[config.mk]
export PLATFORM = sky130hd
export DESIGN_NAME = seg7_scan_decoder
export DESIGN_NICKNAME = d
export VERILOG_FILES = /design/src/rtl/seg7_pkg.sv /design/src/rtl/seg7_to_bcd.sv /design/src/rtl/seg7_scan_decoder.sv
export SDC_FILE = /design/constraint.sdc
export NUM_CORES = 1
export LEC_CHECK = 0
export ABC_AREA = 1
export BUFFER_PORTS_ARGS = -buffer_cell sky130_fd_sc_hd__buf_2
export CORE_MARGIN = 5
export CORE_UTILIZATION = 56
export DETAILED_ROUTE_END_ITERATION = 10
export PLACE_DENSITY = 0.82
export SYNTH_ARGS = -nofsm -noshare
export SYNTH_HDL_FRONTEND = slang
export SYNTH_HIERARCHICAL = 1
export SYNTH_SLANG_ARGS = --single-unit
[constraint.sdc]
create_clock -name clk -period 2.2 [get_ports clk]
set_input_delay 0.44 -clock clk [delete_from_list [all_inputs] [get_ports clk]]
set_output_delay 0.44 -clock clk [all_outputs]
set_load 0.02 [all_outputs]
[src/rtl/seg7_pkg.sv]
// Shared 7-segment constants for the BCD->7seg encoder and the scan decoder.
// Segment bit map (seg[6:0]): [6]=a [5]=b [4]=c [3]=d [2]=e [1]=f [0]=g, active high.
// Encoder and decoder both pull their tables from here so they cannot drift apart.
package seg7_pkg;

  localparam logic [6:0] SEG_0     = 7'h7E;
  localparam logic [6:0] SEG_1     = 7'h30;
  localparam logic [6:0] SEG_2     = 7'h6D;
  localparam logic [6:0] SEG_3     = 7'h79;
  localparam logic [6:0] SEG_4     = 7'h33;
  localparam logic [6:0] SEG_5     = 7'h5B;
  localparam logic [6:0] SEG_6     = 7'h5F;
  localparam logic [6:0] SEG_7     = 7'h70;
  localparam logic [6:0] SEG_8     = 7'h7F;
  localparam logic [6:0] SEG_9     = 7'h7B;
  localparam logic [6:0] SEG_BLANK = 7'h00;
  localparam logic [3:0] BCD_BLANK = 4'hF;

  // Widest digit-select vector the one-hot helper accepts.
  localparam int ONEHOT_MAX_W = 32;

  // Exactly one bit set: non-zero and clearing the lowest set bit leaves zero.
  function automatic logic is_onehot(input logic [ONEHOT_MAX_W-1:0] v);
    return (v != '0) && ((v & (v - 1'b1)) == '0);
  endfunction

endpackage

[src/rtl/seg7_to_bcd.sv]
// Combinational 7-segment -> BCD decoder.
// Ports:
//   seg_i   : segment pattern seg[6:0] (dp is not part of the pattern)
//   hit_o   : pattern is one of the digits 0..9
//   blank_o : pattern is all segments off
//   bcd_o   : decoded digit, BCD_BLANK when not a hit
module seg7_to_bcd
  import seg7_pkg::*;
(
  input  logic [6:0] seg_i,
  output logic       hit_o,
  output logic       blank_o,
  output logic [3:0] bcd_o
);

  always_comb begin
    hit_o = 1'b1;
    bcd_o = BCD_BLANK;
    case (seg_i)
      SEG_0:   bcd_o = 4'd0;
      SEG_1:   bcd_o = 4'd1;
      SEG_2:   bcd_o = 4'd2;
      SEG_3:   bcd_o = 4'd3;
      SEG_4:   bcd_o = 4'd4;
      SEG_5:   bcd_o = 4'd5;
      SEG_6:   bcd_o = 4'd6;
      SEG_7:   bcd_o = 4'd7;
      SEG_8:   bcd_o = 4'd8;
      SEG_9:   bcd_o = 4'd9;
      default: hit_o = 1'b0;
    endcase
  end

  assign blank_o = (seg_i == SEG_BLANK);

endmodule

[src/rtl/seg7_scan_decoder.sv]
// Snoops a multiplexed 7-segment display bus, captures patterns that stay stable for
// STABLE_CYCLES samples, decodes them back to BCD into a per-digit image and reports every
// change of the image on a valid/ready update port.
// Ports:
//   clk, rst_n       : clock, async active-low reset
//   seg_in, sel_in   : display bus (segments incl. dp at [7], one-hot digit select)
//   clear            : synchronous clear of image, flags, run state and update port
//   bcd_out          : decoded image, digit i at [4i+3:4i]
//   digit_valid      : digit i holds a decoded 0..9
//   upd_valid/ready  : update event handshake; upd_digit/upd_bcd carry the payload
//   err              : sticky, a non-blank non-digit pattern was captured
//   overrun          : sticky, an event replaced one that was never accepted
// DIGITS must be in 2..32, STABLE_CYCLES in 1..15.
module seg7_scan_decoder
  import seg7_pkg::*;
#(
  parameter int DIGITS        = 4,
  parameter int STABLE_CYCLES = 3
) (
  input  logic                      clk,
  input  logic                      rst_n,
  input  logic [7:0]                seg_in,
  input  logic [DIGITS-1:0]         sel_in,
  input  logic                      clear,
  output logic [4*DIGITS-1:0]       bcd_out,
  output logic [DIGITS-1:0]         digit_valid,
  output logic                      upd_valid,
  input  logic                      upd_ready,
  output logic [$clog2(DIGITS)-1:0] upd_digit,
  output logic [3:0]                upd_bcd,
  output logic                      err,
  output logic                      overrun
);

  localparam int DW = $clog2(DIGITS);
  localparam logic [3:0] RUN_MAX = 4'(STABLE_CYCLES);

  logic [DIGITS+7:0]          sample_q;
  logic [3:0]                 run_q, run_d;
  logic                       captured_q, captured_d;
  logic [DIGITS-1:0][3:0]     bcd_q, bcd_d;
  logic [DIGITS-1:0]          dv_q, dv_d;
  logic                       upd_valid_q, upd_valid_d;
  logic [DW-1:0]              upd_digit_q, upd_digit_d;
  logic [3:0]                 upd_bcd_q, upd_bcd_d;
  logic                       err_q, err_d;
  logic                       ovr_q, ovr_d;

  logic [DIGITS-1:0] sel_q;
  logic [6:0]        seg_q;
  logic              hit, blank;
  logic [3:0]        dec_bcd;
  logic [DW-1:0]     idx;
  logic              capture, changed;

  // Decode works off the registered sample, i.e. the pattern that has been stable.
  assign sel_q = sample_q[DIGITS+7:8];
  assign seg_q = sample_q[6:0];

  seg7_to_bcd u_dec (
    .seg_i   (seg_q),
    .hit_o   (hit),
    .blank_o (blank),
    .bcd_o   (dec_bcd)
  );

  always_comb begin
    idx = '0;
    for (int i = 0; i < DIGITS; i++)
      if (sel_q[i]) idx = DW'(i);
  end

  assign capture = (run_q == RUN_MAX) && !captured_q
                 && is_onehot(ONEHOT_MAX_W'(sel_q));
  // Only a capture that alters the stored {valid, nibble} is worth reporting.
  assign changed = capture && ({hit, dec_bcd} != {dv_q[idx], bcd_q[idx]});

  always_comb begin
    run_d       = run_q;
    captured_d  = captured_q;
    bcd_d       = bcd_q;
    dv_d        = dv_q;
    upd_valid_d = upd_valid_q;
    upd_digit_d = upd_digit_q;
    upd_bcd_d   = upd_bcd_q;
    err_d       = err_q;
    ovr_d       = ovr_q;

    if (capture) begin
      captured_d  = 1'b1;
      bcd_d[idx]  = dec_bcd;
      dv_d[idx]   = hit;
      if (!hit && !blank) err_d = 1'b1;
    end

    // A new sample starts a new run, even on the edge that captured the old one.
    if ({sel_in, seg_in} == sample_q) begin
      if (run_q != RUN_MAX) run_d = run_q + 4'd1;
    end else begin
      run_d      = 4'd1;
      captured_d = 1'b0;
    end

    if (changed) begin
      if (upd_valid_q && !upd_ready) ovr_d = 1'b1;
      upd_valid_d = 1'b1;
      upd_digit_d = idx;
      upd_bcd_d   = dec_bcd;
    end else if (upd_valid_q && upd_ready) begin
      upd_valid_d = 1'b0;
    end

    if (clear) begin
      run_d       = '0;
      captured_d  = 1'b0;
      bcd_d       = {DIGITS{BCD_BLANK}};
      dv_d        = '0;
      upd_valid_d = 1'b0;
      upd_digit_d = '0;
      upd_bcd_d   = '0;
      err_d       = 1'b0;
      ovr_d       = 1'b0;
    end
  end

  always_ff @(posedge clk or negedge rst_n) begin
    if (!rst_n) begin
      sample_q    <= '0;
      run_q       <= '0;
      captured_q  <= 1'b0;
      bcd_q       <= {DIGITS{BCD_BLANK}};
      dv_q        <= '0;
      upd_valid_q <= 1'b0;
      upd_digit_q <= '0;
      upd_bcd_q   <= '0;
      err_q       <= 1'b0;
      ovr_q       <= 1'b0;
    end else begin
      sample_q    <= {sel_in, seg_in};
      run_q       <= run_d;
      captured_q  <= captured_d;
      bcd_q       <= bcd_d;
      dv_q        <= dv_d;
      upd_valid_q <= upd_valid_d;
      upd_digit_q <= upd_digit_d;
      upd_bcd_q   <= upd_bcd_d;
      err_q       <= err_d;
      ovr_q       <= ovr_d;
    end
  end

  assign bcd_out     = bcd_q;
  assign digit_valid = dv_q;
  assign upd_valid   = upd_valid_q;
  assign upd_digit   = upd_digit_q;
  assign upd_bcd     = upd_bcd_q;
  assign err         = err_q;
  assign overrun     = ovr_q;

endmodule

==> out/qor.yml, run 1 <==
rows: 24
fp.dieH_um: 77.05
vias: 2144
yosysTopAreaCellShare_pct: 29.82
seq_area_frac_synth_pct: 46.52
syn2layout_area_growth_pct: 15.61
max-cap-violations: 0
clockBufferDepth: 2
syn_area_mm2: 0.002517
p_per_area_mw_per_mm2: 569.0
routedWlPerCell_um: 13.58
first_global_vias: 2207
fin_ws_ns: 0.2112
core_mm2: 0.004354
cp_slowest_stage_delay_ns: 0.45
fin_skew_ns: 0.003578
worst-path-buf-inv: 1
ant_nets: 0
clkSlewWorstSetupHoldPaths_ns: 0.08
die_x_um: 77.05
tns_ns: 0
grtUsageTotal_pct: 20.45
synth_area_leaders: "dfrtp_1, dfstp_2, nand2_1"
drv_slew: 0
crit_chain: "inv_2 > nand2_2 > nor2_1 > nand2_2 > nand2_2 > nor2_4 > nand2_2 > nand2_1 > nand3b_1 > nand2_1 > nand2_1 > o21bai_4 > nand3_1 > nand2_1"
setup_violations: 0
antenna_cells: 0
place_congestion: 0.9028
synthArstFlopShare_pct: 100.0
synth.avg_cell_area_um2: 8.227
hp-class: "input pin to async pin"
start_util_pct: 57.82
drc_errors: 0
layout-drive-gt1-share_pct: 30.73
drt-initial-drc-count: 139
synth-main-ff-cell: "dfrtp_1"
cp.required_ns: 2.44
synth_nets: 323
synth_edf_count: 0
yosysTopAreaCell: "dfrtp_1"
grt_setup_unrepaired: "no"
utilization_pct: 66.84
crit_arrival_ns: 2.23
syn_inst: 306
cts_tree: "yes"
totalPowerFinal_mw: 1.656
grt_max_degree: 47
relSlewSlack_pct: 61.83
io_pins: 45
yosysWarnings: 6
fin_crit_sh_pct: 90.40
final_common_cell: "nand2_1"
grt_first_pass_wirelength_um: 9991
ctsHoldBuffers: 0
r2r_start: "sample_q[2]$_DFF_PN0_"
timing.rr.end: "upd_digit[1]$_DFFE_PN0P_"
antenna_found_initial: 0
cpLargestDelayFamily: "simple AND/OR/NAND/NOR gates"
drt-total-wl_um: 5569
dpl.hpwl_um: 4226
finalHoldViolations: 0
cp-start-kind: "register"
r2r_cells: 14
end_kind: "register"
clkSinkCount: 46
die_area_mm2: 0.005936
io_buffers: 44
crit_fanout: 7
worst-setup-path-type: "register to register"
dp_cells: 401
post-place-ws_ns: 0.1885
p_leak_nw: 1.424
crit_slowest_cell: "dfrtp_2"
regToRegSetupSlack_ns: 0.21
synth.distinct_cells: 33
dr.pass1.iters: 4
finalNonFillerCells: 410
htree_levels: 2
status: "complete, no violations"
root_buffer: "clkbuf_8"
peakVddDrop_v: 0.0003808
layout_common_cells: "nand2_1, nor2_1, buf_2"
numCtsBuffers: 5
fmax_mhz: 502.8
grt-ovfl-total: 0
synth-seq-cells: 46
tightest_slew_ns: 0.5674
insertion_delay_ns: 0.30
via_per_inst: 5.229
post-route-min-period_ns: 1.989
nNetsFinal: 374
## Yosys cell counts, types with 2 or more instances
| cell type | number |
|---|---|
| nand3_2 | 4 |
| nand2_2 | 11 |
| dfrtp_1 | 30 |
| nor4_1 | 4 |
| buf_6 | 3 |
| xor2_1 | 15 |
| nand2_4 | 2 |
| nand3_1 | 27 |
| nand2_1 | 60 |
| nand3_4 | 2 |
| nand4_1 | 8 |
| inv_2 | 2 |
| nor3_1 | 2 |
| a21oi_1 | 20 |
| inv_1 | 26 |
| nor2_4 | 2 |
| nor2_1 | 49 |
| nor2_2 | 2 |
| nand3b_1 | 3 |
| o21ai_0 | 6 |
| dfstp_2 | 16 |
## timing repair
action / in CTS / in global routing
gates resized for setup: 0 / 10
endpoints found under the setup margin: 0 / 8
buffers inserted: 0 / 1
## logic make-up after synthesis
family	Yosys count	share of synthesized area [%]
adder cells (fa/ha/maj)	1	0.4969
AND/OR/NAND/NOR	177	34.15
XOR/XNOR	15	5.219
AO/OA/AOI/OAI	32	7.307
flip-flops	46	46.52
buffers and inverters	35	6.312
## flip-flops by register name (all words and copies together), names as in the netlist, 2 cells and up
register,cells
bcd_out,16
digit_valid,4
run_q,4
sample_q,12
upd_bcd,4
upd_digit,2
## stage by stage
stage	area, um^2	hold WS [ns]
6_report	2910	0.2090
5_1_grt	2910	0.2533
4_1_cts	2882	0.2355
3_5_place_dp	2790	0.4660
3_3_place_gp	2790	0.4630
2_1_floorplan	2517	0.1444
## area by class of cell
class / count / area, um^2
clock buffers: 7 / 86.33
clock inverters: 1 / 5.005
fillers: 359 / 1444
inverters: 29 / 108.9
multi-input cells: 225 / 1202
flip-flops and latches: 46 / 1177
well taps: 52 / 65.06
repair buffers: 50 / 265.3
## layer usage
| layer | track usage (%) | wire, um | vias up |
|---|---|---|---|
| met5 | 0 | 0 | - |
| met4 | 6.873 | 67 | 0 |
| met3 | 4.801 | 291 | 7 |
| met2 | 34.30 | 2811 | 43 |
| met1 | 25.89 | 2399 | 998 |
| li1 | - | - | 1096 |
## worst max-delay path by stage
stage / cells after the start / to / slack, ns / from
floorplan: 14 / upd_valid$_DFFE_PN0P_ / 0.45 / sample_q[4]$_DFF_PN0_
global placement: 15 / upd_digit[0]$_DFFE_PN0P_ / 0.23 / sample_q[4]$_DFF_PN0_
detailed placement: 15 / upd_bcd[0]$_DFFE_PN0P_ / 0.19 / sample_q[5]$_DFF_PN0_
CTS: 15 / upd_bcd[0]$_DFFE_PN0P_ / 0.15 / sample_q[5]$_DFF_PN0_
global route: 14 / upd_digit[0]$_DFFE_PN0P_ / 0.01 / sample_q[2]$_DFF_PN0_
finish: 14 / upd_digit[1]$_DFFE_PN0P_ / 0.21 / sample_q[2]$_DFF_PN0_
## report_power, final
group	switching, mW	internal, mW
logic	0.153	0.0723
registers	0.0287	0.876
clock network	0.273	0.254
total	0.454	1.20
Power figures use the tool's default switching activity.
==> run 2, diff against run 1 <==
- CORE_UTILIZATION: 56 -> 55
- PLACE_DENSITY: 0.82 -> 0.81
- SLEW_MARGIN: not set -> 20
- TNS_END_PERCENT: not set -> 50
==> run 2 against run 1 <==
Effect of this change: combinational power rose by 2%; register-to-register slack barely moved; clock-buffer cell count did not move; via count rose by 2.1%; flip-flop and latch count did not move; worst hold slack got worse by 0.013 ns.
==> out/qor.yml, run 2 (same netlist as run 1, synthesis figures left out) <==
grt_first_pass_wirelength_um: 10010  # +0.14%
fin_skew_ns: 0.01220  # +0.008624 ns
grt_max_degree: 47  # unchanged
worst-setup-path-type: "register to register"
post_dp_cell_area_mm2: 0.002790  # unchanged
insertion_delay_ns: 0.31  # about the same
post-place-ws_ns: 0.1690  # -0.01950 ns
end_kind: "register"
r2r_start: "sample_q[6]$_DFF_PN0_"
max-cap-violations: 0  # unchanged
status: "complete, no violations"
rows: 24  # unchanged
routedWlPerCell_um: 14.18  # +4.4%
numCtsBuffers: 5  # unchanged
drc_errors: 0  # unchanged
utilization_pct: 66.84  # about the same
dp_cells: 401  # unchanged
root_buffer: "clkbuf_8"
htree_levels: 2  # unchanged
core_mm2: 0.004384  # +0.69%
dpl.hpwl_um: 4324  # +2.3%
vias: 2190  # +2.1%
first_global_vias: 2180  # -1.2%
die_x_um: 77.66  # +0.79%
drt-total-wl_um: 5827  # +4.6%
p_per_area_mw_per_mm2: 569.8  # +0.14%
antenna_found_initial: 0  # unchanged
finalHoldViolations: 0  # unchanged
grt-ovfl-total: 0  # unchanged
layout-drive-gt1-share_pct: 32.59  # +1.9 points
antenna_cells: 0  # unchanged
clkSinkCount: 46  # unchanged
post-route-min-period_ns: 1.985  # -0.003485 ns
cts_tree: "yes"
fin_crit_sh_pct: 90.24  # -0.16 points
tightest_slew_ns: 0.5538  # -0.01356 ns
drv_slew: 0  # unchanged
regToRegSetupSlack_ns: 0.21  # about the same
tns_ns: 0  # unchanged
grtUsageTotal_pct: 20.36  # -0.088 points
p_leak_nw: 1.428  # +0.27%
via_per_inst: 5.328  # +1.9%
io_buffers: 44  # unchanged
final_common_cell: "nand2_1"
clkSlewWorstSetupHoldPaths_ns: 0.09  # about the same
hp-class: "input pin to async pin"
r2r_cells: 14  # unchanged
fmax_mhz: 503.7  # +0.18%
largest_reg_flops: 16  # unchanged
io_pins: 45  # unchanged
design_area_mm2: 0.002930  # +0.69%
drt-initial-drc-count: 137  # -1.4%
dr.pass1.iters: 5  # +1
grt_setup_unrepaired: "no"
cp.required_ns: 2.40  # -0.04 ns
relSlewSlack_pct: 63.08  # +1.3 points
crit_arrival_ns: 2.18  # -0.05 ns
fin_ws_ns: 0.2147  # +0.003485 ns
fp.dieH_um: 77.66  # +0.79%
syn2layout_area_growth_pct: 16.40
start_util_pct: 57.42  # -0.40 points
ctsHoldBuffers: 0  # unchanged
peakVddDrop_v: 0.0004257  # +12%
crit_fanout: 7  # unchanged
finalNonFillerCells: 411  # +0.24%
clockBufferDepth: 2  # unchanged
timing.rr.end: "upd_bcd[1]$_DFFE_PN0P_"
die_area_mm2: 0.006030  # +1.6%
cp-start-kind: "register"
layout_common_cells: "nand2_1, nor2_1, buf_2"
setup_violations: 0  # unchanged
nNetsFinal: 375  # +0.27%
fill_cells: 359  # unchanged
place_congestion: 0.8754  # -3.0%
ant_nets: 0  # unchanged
## run 2: layer usage
metal  GRT usage, %  vias to the layer above  part of all wire [%]
met3          3.704                        7                   5.7
met1          27.48                     1024                    45
met4          6.357                        0                  0.91
met5              0                        -                     0
met2          33.31                       61                    49
li1               -                     1098                     -
## run 2: report_power, final
part / internal (mW) / switching, mW
Sequential: 0.876 / 0.0305
Combinational: 0.0752 / 0.155
Clock: 0.254 / 0.279
## run 2: critical path, cell delays in order, from the launching register on
cell,delay [ns]
dfrtp_1,0.44
nand2_1,0.12
nor2_1,0.16
nand2_1,0.07
nand2_1,0.09
nor2_1,0.06
nand2_2,0.14
nand2_1,0.13
nand3b_1,0.17
nand2_1,0.07
nand2_1,0.09
inv_1,0.08
nand2_2,0.10
nand4_1,0.10
nand2_1,0.06
## run 2: how the worst max path moves through the flow
stage,start,to,slack [ns]
after detailed placement,sample_q[4]$_DFF_PN0_,upd_bcd[2]$_DFFE_PN0P_,0.17
after CTS,sample_q[4]$_DFF_PN0_,upd_bcd[2]$_DFFE_PN0P_,0.13
after floorplan,sample_q[4]$_DFF_PN0_,upd_valid$_DFFE_PN0P_,0.45
after global placement,sample_q[4]$_DFF_PN0_,upd_bcd[2]$_DFFE_PN0P_,0.23
final,sample_q[6]$_DFF_PN0_,upd_bcd[1]$_DFFE_PN0P_,0.21
after global routing,sample_q[6]$_DFF_PN0_,upd_bcd[1]$_DFFE_PN0P_,0.003
## run 2: per-stage QoR
stage | power (mW) | hold slack [ns]
3_5_place_dp | 1.143 | 0.4699
6_report | 1.670 | 0.1955
2_1_floorplan | 1.064 | 0.1444
3_3_place_gp | 1.136 | 0.4617
4_1_cts | 1.676 | 0.2222
5_1_grt | 1.743 | 0.2475
## run 2: area by class of cell
| class | count | area, um^2 | area share, % |
|---|---|---|---|
| tap | 52 | 65.06 | 2.220 |
| clock inverter | 1 | 5.005 | 0.1708 |
| inverter | 29 | 108.9 | 3.715 |
| timing repair buffer | 51 | 272.8 | 9.308 |
| sequential | 46 | 1180 | 40.26 |
| multi-input combinational | 225 | 1212 | 41.37 |
| clock buffer | 7 | 86.33 | 2.946 |
## run 2: what timing repair did
| item | CTS | global route |
|---|---|---|
| endpoints found under the setup margin | 0 | 8 |
| resized for setup | 0 | 16 |
| setup buffers | 0 | 2 |
| hold endpoints to repair | 0 | 0 |
